<file path="config.mk">
export PLATFORM = sky130hd
export DESIGN_NAME = demux1to2_buf
export DESIGN_NICKNAME = d
export VERILOG_FILES = /design/src/rtl/demux1to2_buf.sv
export SDC_FILE = /design/constraint.sdc
export NUM_CORES = 1
export LEC_CHECK = 0
export BUFFER_PORTS_ARGS = -buffer_cell sky130_fd_sc_hd__buf_2
export CAP_MARGIN = 0
export CORE_MARGIN = 2
export CORE_UTILIZATION = 56
export DETAILED_ROUTE_END_ITERATION = 10
export PLACE_DENSITY = 0.78
export SKIP_CTS_REPAIR_TIMING = 1
export SLEW_MARGIN = 20
export SYNTH_ARGS = -nofsm -noshare
export SYNTH_HDL_FRONTEND = slang
export SYNTH_SLANG_ARGS = --single-unit
export TNS_END_PERCENT = 1
</file>
<file path="constraint.sdc">
create_clock -name clk -period 4.1 [get_ports clk]
set_input_delay 0.41 -clock clk [delete_from_list [all_inputs] [get_ports clk]]
set_output_delay 0.41 -clock clk [all_outputs]
set_load 0.005 [all_outputs]
</file>
<file path="src/rtl/demux1to2_buf.sv">
// demux1to2_buf: buffered 1-to-2 demultiplexer, one FIFO per destination channel
// Ports: clk, rst (sync, active-high); in_valid/in_ready/switch/in_data producer side
// (switch=1 -> channel 1, switch=0 -> channel 2); outN_valid/outN_ready/outN per channel.
// Optional macro DEMUX_COUNT_EN adds 8-bit delivered-word counters out1_count/out2_count.
module demux1to2_buf #(
  parameter int WIDTH = 16,
  parameter int DEPTH = 2
) (
  input  logic             clk,
  input  logic             rst,
  input  logic             in_valid,
  output logic             in_ready,
  input  logic             switch,
  input  logic [WIDTH-1:0] in_data,
  output logic             out1_valid,
  input  logic             out1_ready,
  output logic [WIDTH-1:0] out1,
  output logic             out2_valid,
  input  logic             out2_ready,
  output logic [WIDTH-1:0] out2
`ifdef DEMUX_COUNT_EN
  ,
  output logic [7:0]       out1_count,
  output logic [7:0]       out2_count
`endif
);
  localparam int AW = $clog2(DEPTH);
  logic [1:0] full, empty, push, pop, rdy;
  logic [WIDTH-1:0] head [2];
  assign rdy = {out2_ready, out1_ready};
  assign in_ready = switch ? !full[0] : !full[1];
  assign push[0] = in_valid && switch && !full[0];
  assign push[1] = in_valid && !switch && !full[1];
  assign out1_valid = !empty[0];
  assign out2_valid = !empty[1];
  assign out1 = head[0];
  assign out2 = head[1];
  for (genvar c = 0; c < 2; c++) begin : g_ch
    logic [WIDTH-1:0] mem [DEPTH];
    logic [AW-1:0] wp, rp;
    logic [AW:0] cnt;
    assign full[c] = cnt == (AW+1)'(DEPTH);
    assign empty[c] = cnt == '0;
    assign pop[c] = !empty[c] && rdy[c];
    assign head[c] = mem[rp];
    always_ff @(posedge clk) begin
      if (rst) begin
        wp <= '0;
        rp <= '0;
        cnt <= '0;
        for (int i = 0; i < DEPTH; i++) mem[i] <= '0;
      end else begin
        if (push[c]) begin
          mem[wp] <= in_data;
          wp <= wp + AW'(1);
        end
        if (pop[c]) rp <= rp + AW'(1);
        cnt <= cnt + (AW+1)'(push[c]) - (AW+1)'(pop[c]);
      end
    end
  end
`ifdef DEMUX_COUNT_EN
  always_ff @(posedge clk) begin
    if (rst) begin
      out1_count <= '0;
      out2_count <= '0;
    end else begin
      if (pop[0]) out1_count <= out1_count + 8'd1;
      if (pop[1]) out2_count <= out2_count + 8'd1;
    end
  end
`endif
endmodule
</file>
Word-level counts from Yosys, hierarchy flattened
Memory sizes are Yosys's and may differ from the RTL's. A register that Yosys moved wholly into a read port is not among the register bits.
Cells that the tools add are included.
- RAM bits: 64
- flip-flop bits (word level): 8
- memories kept: 2
- input port bits: 22
- output and inout port bits: 35
- memories (name ; words ; bits a word ; rd ports ; clocked after memory_dff ; wr ports ; line ; text):
    g_ch[0].mem ; 2 ; 16 ; 1 ; 1 ; 2 ; 39 ; logic [WIDTH-1:0] mem [DEPTH];
    g_ch[1].mem ; 2 ; 16 ; 1 ; 1 ; 2 ; 39 ;
- reduce and logical (&&, ||, !) cells: 15
- add/subtract/negate cells: 8
- equal/unequal tests: 2
- mux-type cells: 19
- operators by type and width (cell ; count):
    $mux W16 ; 2
    $reduce_or A16 Y1 ; 2
    $mux W1 ; 17
    $logic_and A1 B1 Y1 ; 6
    $logic_not A1 Y1 ; 5
    $add A1 B1 Y1 const B ; 4
    $add A2 B1 Y2 ; 2
    $eq A2 B2 Y1 const B ; 2
    $logic_not A2 Y1 ; 2
    $sub A2 B1 Y2 ; 2

Longest topological paths before layout
Gate-level depths: netlist of run 1.
- word-level depth: 8
- mapped depth: 5
- depth with buffers taken out: 5

Least setup slack after synthesis of run 1
OpenSTA, ideal clock, no wires.
- path type: reg2reg
- start: register g_ch[1].cnt[1]
- end: memory g_ch[1].mem[0][0], enable pin
- library setup time: 0.372 ns
- path buffers: 1
- stages on the path, launching flop included: 5
- data arrival time: 1.311 ns
- slack: 2.417 ns
- cell sequence: dfxtp_1 -> nor2b_1 -> buf_6 -> or3_1 -> nand2_1
- RTL lines (what ; line ; text):
    from (decl) ; 41 ; logic [AW:0] cnt;
    from (signal assigned) ; 58 ; cnt <= cnt + (AW+1)'(push[c]) - (AW+1)'(pop[c]);
    to (decl) ; 39 ;

==> out/qor.csv, run 1 <==
metric,value,unit
initial antenna violation count,0,
Final Hold Fails,0,
DPL Wire Length,3940,um
Worst Path Max Fanout,16,
VDD IR max,0.000386,V
Sink Count,74,
Iteration-0 DRC Markers,77,
area share of the largest cell type after synthesis,57.5,%
Die Width,81.3,um
share of cells above drive strength 1,37.8,%
logic gate share of total power,24.7,%
# DRC,0,
WS Path Type,reg2out,
DIE HEIGHT,81.3,um
Post-Synth XOR/XNOR Area,1.05,%
CTS H-tree lvls,3,
count of buffers from port buffering,56,
TritonCTS clock tree,built,
worst skew pair latency,0.33,ns
Synth Area in Compound Gates,2.62,%
run status,"complete, no violations",
largest family of logic cells by synthesized area,simple AND/OR/NAND/NOR gates,
Syn Inst Count,230,
syn_area_per_cell,14.5,um2
drt first pass iters,6,
WHS Endpoint,g_ch[1].mem[1][0],
Pleak,0.00157,uW
Yosys cell types,32,
Peak Freq,462,MHz
Layout Nets,310,
required time of the critical path,3.69,ns
Site Rows,28,
worst hold path class,in2reg,
sequential element share of the synthesized area,63.5,%
setup TNS,0,ns
Seq pwr share,51.8,%
Syn Nets,254,
pwr/cell area,512,nW/um2
"antenna viol nets, final",0,
antenna diode count,0,
Reg2Reg Depth,3,
setup violators final,0,
worst min-delay path startpoint,in_data[0],
Post-synth EDFFs,64,
switching portion of total power,27.8,%
"FFs w/ async S/R, synth",0,%
synth cell count leaders,"64 x and2_1, 64 x edfxtp_1, 32 x mux2_2, 10 x dfxtp_1, 6 x nor2_1",
simple-gate share of the synthesized area,18.3,%
final worst-path cycle share,52.8,%
post-synth top area cell,edfxtp_1,
actual slew at the worst max-slew pin,0.844,ns
worst clock skew,0.00604,ns
Tmin final,2.16,ns
Adder-Cell Fraction of Synth Area,0.749,%
Sw Pwr,539,uW
Worst R2R Start,g_ch[1].cnt[1],
Clock Power Share,23.5,%
wire per inst,16.3,um
Boundary Pins,57,
Die Area,6600,um2
Synth area leaders,"edfxtp_1 57%, and2_1 12%, mux2_2 11%",
reg2reg setup slack,2.02,ns
cts bufs inserted,9,
core footprint,5850,um2
vias post-DR,1918,
Root Buffer,clkbuf_8,
routability cong.,0.790,
Cells after DPL,350,
Longest Clk Path Bufs,2,
GRT Resource Usage Total,19.5,%
Most used DFF post-synth,edfxtp_1,
Vias per Instance,5.24,
total grt overflow,0,
mux contribution to synthesized area,11.1,%
Total Power,1940,uW
first-pass GRT wire length,9200,um
Final Slew Violations,0,
vias in the first global route,1846,
CP endpoint kind,output port,
Starting Density,57.1,%
slew margin rel.,43.7,%
reg2reg end,g_ch[1].mem[0][3],
P_int,1400,uW
Finished Layout Cells,366,
area delta synth->final,13.4,%
clk slew on worst S/H paths,0.07,ns
post-synth design cell area,3340,um2
largest net degree at the start of global routing,18,
crit path DAT,1.75,ns
Critical Path Start Type,register,
unrepaired setup endpoints after global routing,false,
Syn. warnings,0,
final wirelength,5980,um
#FFs+latches synth,74,
max-cap violation count,0,
hold depth,2,
-- power groups by stage --
stage	Combinational, uW	Sequential, uW	Clock, uW
2_1_floorplan	386	963	0
3_3_place_gp	474	1020	0
3_5_place_dp	485	1020	0
4_1_cts	488	1010	466
5_1_grt	530	1020	501
6_report	479	1010	457
-- layout by cell type, fill, tap and decap left out --
cell / netlist / final
a21bo_1: 1 / 1
a21bo_2: 1 / 1
a21oi_1: 2 / 2
and2_1: 64 / 64
and4bb_1: 1 / 1
buf_2: 3 / 56
clkbuf_1: 3 / 3
clkbuf_8: 0 / 9
clkinv_1: 0 / 1
clkinv_2: 0 / 3
dfxtp_1: 10 / 10
edfxtp_1: 64 / 64
ha_1: 2 / 2
inv_1: 3 / 3
mux2_2: 32 / 32
mux2i_1: 1 / 1
nand2_1: 3 / 3
nand2b_1: 1 / 1
nand2b_4: 1 / 1
nor2_1: 6 / 6
nor2b_1: 1 / 1
nor2b_4: 1 / 1
nor3_1: 4 / 4
nor4_4: 1 / 1
nor4b_4: 2 / 2
o21a_1: 4 / 4
o21ai_0: 2 / 2
o311ai_0: 1 / 1
o311ai_1: 1 / 1
or2_2: 4 / 4
or3_1: 2 / 2
xnor2_1: 2 / 2
xor2_1: 2 / 2
-- worst max-delay path by stage --
stage / from / end / slack, ns / depth (start not counted)
3_5_place_dp: rst / g_ch[0].mem[1][8] / 1.83 / 4
2_1_floorplan: g_ch[1].cnt[1] / g_ch[1].mem[0][0] / 2.42 / 4
4_1_cts: register / out1[12] / 1.91 / 2
6_report: register / out1[12] / 1.94 / 2
5_1_grt: register / out1[12] / 1.83 / 2
3_3_place_gp: rst / g_ch[1].mem[1][7] / 1.89 / 4
-- flip-flops by register name, summed over array words and instances, names as in the netlist, named ones only --
signal and flops:
g_ch.cnt 4, g_ch.wp 2, g_ch.rp 2, g_ch.mem 64
-- metrics by stage --
step | hold slack (ns) | util (%) | setup slack, ns | cell area [um2]
2_1_floorplan | 0.481 | - | 2.42 | 3340
3_3_place_gp | 0.494 | 62.2 | 1.89 | 3640
3_5_place_dp | 0.509 | 62.2 | 1.83 | 3640
4_1_cts | 0.382 | 64.8 | 1.91 | 3790
5_1_grt | 0.393 | 64.8 | 1.83 | 3790
6_report | 0.396 | 64.8 | 1.94 | 3790
-- per-layer routing --
layer | vias to the layer above | wire [um] | global-route usage [%]
met2 | 49 | 3080 | 33.0
met3 | 6 | 213 | 3.67
met4 | 0 | 89 | 9.15
li1 | 924 | - | -
met1 | 939 | 2600 | 24.2
met5 | - | 0 | 0
-- worst max-delay path: stages (launching register included) --
cell and delay (ns):
dfxtp_1 0.87, mux2_2 0.42, buf_2 0.13
-- cell families after synthesis --
family,Yosys count
AND/OR/NAND/NOR,91
adder cells (fa/ha/maj),2
multiplexers,33
XOR/XNOR,4
flip-flops,74
AO/OA/AOI/OAI,12
buffers and inverters,14
-- layout make-up --
| type | instances | area, um2 |
|---|---|---|
| inverter | 3 | 11.3 |
| fill | 454 | 2060 |
| tap | 75 | 93.8 |
| sequential | 74 | 2120 |
| clock buffer | 12 | 135 |
| clock inverter | 4 | 18.8 |
| multi-input combinational | 142 | 1130 |
| timing repair buffer | 56 | 280 |
No activity file was read; power rests on OpenSTA's default activity.
==> run 2: changes to the inputs <==
- CORE_UTILIZATION: 56 -> 50
- PLACE_DENSITY: 0.78 -> 0.73
- clock period: 4.1 -> 1.8 ns (I/O delays scaled with it)
==> run 2 against run 1 <==
Net effect: the flow now finishes with violations (DRC); sequential power rose by 120%; wire length rose by 0.55%; combinational power grew to 2.6 times the previous value; critical path type is now reg2reg; highest routed layer unchanged.
==> out/qor.csv, run 2 (synthesized netlist as in run 1, its figures left out) <==
metric,value,unit
run status,"complete, but fails checks",
failing checks,DRC,
largest register by flop count,g_ch.mem,
P_int,3230,uW
CP bufs+invs,1,
core footprint,6420,um2
Finished Layout Cells,376,
setup TNS,0,ns
Clock Power Share,23.0,%
GRT Resource Usage Total,17.9,%
Peak Freq,609,MHz
worst min-delay path startpoint,in_data[15],
Worst R2R Start,g_ch[1].cnt[1],
Final Hold Fails,0,
Final Slew Violations,0,
share of cells above drive strength 1,39.8,%
antenna diode count,0,
Critical Path Start Type,register,
routability cong.,0.739,
Iteration-0 DRC Markers,87,
multi-input logic area,1130,um2
"commonest cells after routing, fill and taps aside","64 x and2_1, 64 x edfxtp_1, 56 x buf_2, 32 x mux2_2, 10 x dfxtp_1",
Seq pwr share,48.7,%
wire per inst,16.0,um
Die Area,7360,um2
unrepaired setup endpoints after global routing,false,
Worst Path Max Fanout,16,
"antenna viol nets, final",0,
Sink Count,74,
logic gate share of total power,28.3,%
area delta synth->final,16.3,%
required time of the critical path,1.78,ns
total grt overflow,0,
worst hold path class,in2reg,
clk slew on worst S/H paths,0.07,ns
fillers,506,
slowest CP cell,or2_2,
switching portion of total power,27.7,%
actual slew at the worst max-slew pin,0.435,ns
largest net degree at the start of global routing,17,
Longest Clk Path Bufs,2,
TritonCTS clock tree,built,
count of buffers from port buffering,56,
Site Rows,29,
Pleak,0.00162,uW
Cells after DPL,362,
Die Width,85.8,um
cts bufs inserted,9,
slew margin rel.,71.0,%
Vias per Instance,4.99,
CTS H-tree lvls,3,
initial antenna violation count,0,
Sw Pwr,1240,uW
pwr/cell area,1150,nW/um2
critical path's top delay family,simple AND/OR/NAND/NOR gates,
first-pass GRT wire length,9620,um
Layout Nets,320,
VDD IR max,0.000788,V
max reg flops,64,
DPL Wire Length,4090,um
worst skew pair latency,0.34,ns
CP endpoint kind,register,
drt first pass iters,8,
worst setup path startpoint,g_ch[1].cnt[1],
setup violators final,0,
Boundary Pins,57,
crit path DAT,1.62,ns
final wirelength,6020,um
vias post-DR,1875,
DIE HEIGHT,85.8,um
largest stage delay on the critical path,0.43,ns
Tmin final,1.64,ns
max-cap violation count,0,
# DRC,6,
"critical path, cell by cell","nor2b_1, buf_4, nor4b_4, or2_2",
WS Path Type,reg2reg,
Root Buffer,clkbuf_8,
Starting Density,52.1,%
biggest registers after layout,"g_ch.mem x64, g_ch.cnt x4",
FF+latch area,2120,um2
final worst-path cycle share,91.2,%
vias in the first global route,1945,
worst clock skew,0.00828,ns
## run 2: cell count changes in the layout (fill, tap and decap cells not counted), sizes merged
cell | previous run | this run
clkinvlp | 0 | 1
clkbuf | 12 | 9
buf | 56 | 66
## run 2: area by class of cell
type	instances	share of cell area, %
clock buffer	9	3.19
multi-input combinational	142	29.1
timing repair buffer	66	9.78
tap	77	2.48
sequential	74	54.6
inverter	3	0.290
clock inverter	5	0.611
## run 2: metrics by stage
step	util, %	area, um2	total power, uW	hold WS [ns]	worst slack [ns]
final	60.5	3890	4470	0.163	0.158
after global routing	60.5	3890	4730	0.167	0.0650
after CTS	60.5	3890	4520	0.155	0.162
after detailed placement	58.3	3740	3500	0.497	0.170
after global placement	58.3	3740	3460	0.500	0.223
after floorplan	-	3340	3070	0.378	0.117
## run 2: worst reg2reg max path, stage by stage, from the launching register on
cell	delay (ns)
dfxtp_1	0.34
nor2b_1	0.13
buf_4	0.17
nor4b_4	0.22
or2_2	0.43
## run 2: routing by layer
metal	share of wire (%)	GRT usage, %	routed length [um]
met5	0	0	0
met4	1.3	6.49	79
met3	6.6	6.45	396
met2	49	29.5	2960
met1	43	21.9	2580
## run 2: path summary, 6_finish.rpt
| check | to | slack (ns) | cells past startpoint |
|---|---|---|---|
| setup reg to reg | g_ch[1].mem[1][8] | 0.16 | 4 |
| hold / removal | g_ch[0].mem[0][15] | 0.16 | 2 |
| hold reg to reg | g_ch[0].rp | 0.52 | 2 |
| setup / recovery | g_ch[1].mem[1][8] | 0.16 | 4 |
## run 2: power groups by stage
| stage | combinational, uW | sequential (uW) | clock, uW |
|---|---|---|---|
| after floorplan | 878 | 2190 | 0 |
| final | 1260 | 2180 | 1030 |
| after CTS | 1280 | 2180 | 1050 |
| after detailed placement | 1280 | 2220 | 0 |
| after global placement | 1250 | 2210 | 0 |
| after global routing | 1400 | 2210 | 1130 |
